## src/rtl/counter_9316.sv

```systemverilog
// 9316/74161 4-bit synchronous presettable binary counter, emulated on the fast
// CLK_DRV clock. The IC clock CLK is sampled as data and its rising edges are detected.
module counter_9316 #(
  parameter logic [3:0] Q_INIT = 4'd0
) (
  input  logic       CLK_DRV,
  input  logic       RST_N,
  input  logic       CLK,
  input  logic       CLR_N,
  input  logic       LOAD_N,
  input  logic       ENP,
  input  logic       ENT,
  input  logic [3:0] D,
  output logic [3:0] Q,
  output logic       RCO
);

  logic [3:0] r_q;
  logic       r_clk_prev;
  logic       w_edge;
  logic [3:0] w_q_next;

  assign w_edge = CLK & ~r_clk_prev;

  // Clear dominates everything; an edge seen during clear is consumed, not deferred.
  always_comb begin
    w_q_next = r_q;
    if (!CLR_N) begin
      w_q_next = 4'd0;
    end else if (w_edge) begin
      if (!LOAD_N) begin
        w_q_next = D;
      end else if (ENP && ENT) begin
        w_q_next = r_q + 4'd1;
      end
    end
  end

  // clk_prev resets high so a CLK already high at reset release is not an edge.
  always_ff @(posedge CLK_DRV) begin
    if (!RST_N) begin
      r_q        <= Q_INIT;
      r_clk_prev <= 1'b1;
    end else begin
      r_q        <= w_q_next;
      r_clk_prev <= CLK;
    end
  end

  assign Q   = r_q;
  assign RCO = ENT & (r_q == 4'hF);

endmodule

```

## config.mk

```make
export PLATFORM = sky130hd
export DESIGN_NAME = counter_9316
export DESIGN_NICKNAME = d
export VERILOG_FILES = /design/src/rtl/counter_9316.sv
export SDC_FILE = /design/constraint.sdc
export NUM_CORES = 1
export LEC_CHECK = 0
export CAP_MARGIN = 10
export CORE_AREA = 4 4 41 43
export DETAILED_ROUTE_END_ITERATION = 8
export DIE_AREA = 0 0 45 47
export DONT_BUFFER_PORTS = 1
export HOLD_SLACK_MARGIN = 0.1
export SLEW_MARGIN = 0
export SYNTH_ARGS = -nofsm -noshare
export SYNTH_HDL_FRONTEND = slang
export SYNTH_SLANG_ARGS = --single-unit
export TNS_END_PERCENT = 20
```

## constraint.sdc

```tcl
create_clock -name CLK_DRV -period 1.4 [get_ports CLK_DRV]
set_input_delay 0.28 -clock CLK_DRV [delete_from_list [all_inputs] [get_ports CLK_DRV]]
set_output_delay 0.28 -clock CLK_DRV [all_outputs]
set_load 0.02 [all_outputs]
```

==> reports/results.ini <==
[synth]
synth_nets=48
synthTopCellsByArea=dfxtp_1 (32%), nor2b_1 (7.9%), a21oi_1 (4.7%)
ys_seq_area_frac=0.316
synth.most_common_cell=dfxtp_1
synthTopCellsByCount=dfxtp_1 (5), nor2b_1 (4), a21oi_1 (3)
synth.ff_latch_count=5
synth_top_area_share=0.316
ys.flop_type=dfxtp_1
syn_inst=36
synth_edf_count=0
yosysWarnings=0
async_flop_share=0
synth_area_leader_cell=dfxtp_1
ys_types=24
synth.cell_area_um2=317
synth.avg_cell_area_um2=8.79

[routing]
wl_per_cell_um=13.8
firstDrtPassIters=4
wl_um=817
viasPerCell=5.24
vias=309
ant_nets=0
detail_route.iter0.violations=8
drc=0

[cts]
clockRootBuffer=clkbuf_4
htreeDepth=1
clock_sinks=5
cts_tree=done
numCtsBuffers=3
clk_latency_ns=0.25
path_clk_slew_ns=0.05
clk_path_buf_depth=2

[floorplan]
die_y_um=47
dieWidth_um=45
dieArea_um2=2120
rows=13
start_util=0.243
core_um2=1300
ios=16

[setup_path]
endpoint_kind=primary output
slowest_delay_ns=0.36
crit_family=flip-flops
crit_type=flip-flop to primary output
worstPathArrival_ns=1.07
worstPathCellList=ha_2 > and4_4
crit_fanout=5
critPathBufInv=0
start_kind=flip-flop
cp.required_ns=1.12
slowest_stage=dfxtp_2

[layout]
area_growth_pct=27.3
num_antenna_cells=0
drive_gt1_frac=0.250
utilization=0.310
layout.nets=57
fillers=146

[global_routing]
grt_pass1_wl_mm=1.31
antenna_found_initial=0
grt_max_degree=12
overflow=0
grt_usage=0.0949
grt_pass1_vias=294

[sta]
setup_violations=0
clock_skew_ns=0.00127
relSlewSlack=0.744
tightest_slew_ns=0.382
rsz0062_at_grt=no
tns_ns=0
finalCritPeriodShare=0.961
slew_viol_final=0
whs_ns=0.134
fmax_mhz=743
fin_crit_ns=1.35
hold_viol_final=0

[placed_design]
gp_congestion=0.794
dp_hpwl_um=628
io_buffer_count=0

[pwr]
ir_drop_mv=0.406
power_frac_clock=0.491
p_per_area_nw_per_um2=886
power.internal_mw=0.272
switching_share=0.239
p_switching_mw=0.0854
combPwrFrac=0.096
seqPwrFrac=0.413
power_leakage_nw=0.161
power_mw=0.357

[flow_run]
maxCapViolCount=0

[min_path]
hold_path_class=primary input to flip-flop

[status]
status=completed

[placed cells by master, fill, tap and decap left out, drive strengths merged, types with 2 or more instances in the layout]
cell type / netlist / layout
nor2b: 4 / 4
nand2b: 3 / 3
o31ai: 2 / 2
buf: 1 / 4
a21oi: 3 / 3
dfxtp: 5 / 5
nand3: 2 / 2
clkbuf: 0 / 4
[routing by layer]
| metal | wire (um) | global-route usage |
|---|---|---|
| met4 | 0 | 0.0702 |
| met2 | 309 | 0.113 |
| met3 | 100 | 0.0651 |
| met1 | 407 | 0.116 |
| met5 | 0 | 0 |
[worst paths after layout]
path              startpoint  slack, ns         end  depth (start not counted)
setup / recovery        Q[0]       0.05         RCO                          2
hold / removal           CLK       0.13  r_clk_prev                          1
setup reg to reg  r_clk_prev       0.24        Q[0]                          3
hold reg to reg         Q[0]       0.49        Q[0]                          2
[power by group through the flow]
stage                     Combinational [mW]  Sequential, mW  Clock (mW)
after floorplan                       0.0270           0.152           0
after global placement                0.0317           0.150           0
after detailed placement              0.0317           0.150           0
after CTS                             0.0339           0.147       0.187
after global routing                  0.0375           0.147       0.201
final                                 0.0343           0.147       0.175
[cell families after synthesis]
logic type / synth area share
AOI/OAI and AO/OA: 0.273
adders and majority gates: 0.0395
buffers and inverters: 0.0276
DFF: 0.316
muxes: 0.0316
and+or+nand+nor: 0.312
[sequential cells by signal (all words and copies together), names as in the netlist]
register and count:
Q 4, r_clk_prev 1
[what timing repair did]
action,in CTS,in global routing
buffers inserted,0,0
gates resized for setup,3,1
hold endpoints to repair,1,0
endpoints found under the setup margin,1,1
gates cloned,0,0
hold buffers,1,0
[metrics by stage]
stage / setup slack [ns] / instance area [um^2] / instances
3_5_place_dp: 0.219 / 360 / 54
5_1_grt: 0.00181 / 403 / 59
4_1_cts: 0.0401 / 400 / 59
3_3_place_gp: 0.257 / 360 / 54
6_report: 0.0542 / 403 / 59
2_1_floorplan: 0.139 / 317 / 36
[cell type report]
type / instances / area, um^2 / share of cell area
clock buffer: 4 / 26.3 / 0.0652
sequential: 5 / 101 / 0.252
timing repair buffer: 5 / 40.0 / 0.0994
multi-input combinational: 29 / 213 / 0.528
inverter: 1 / 3.75 / 0.00932
tap: 15 / 18.8 / 0.0466
Power figures use the tool's default switching activity.
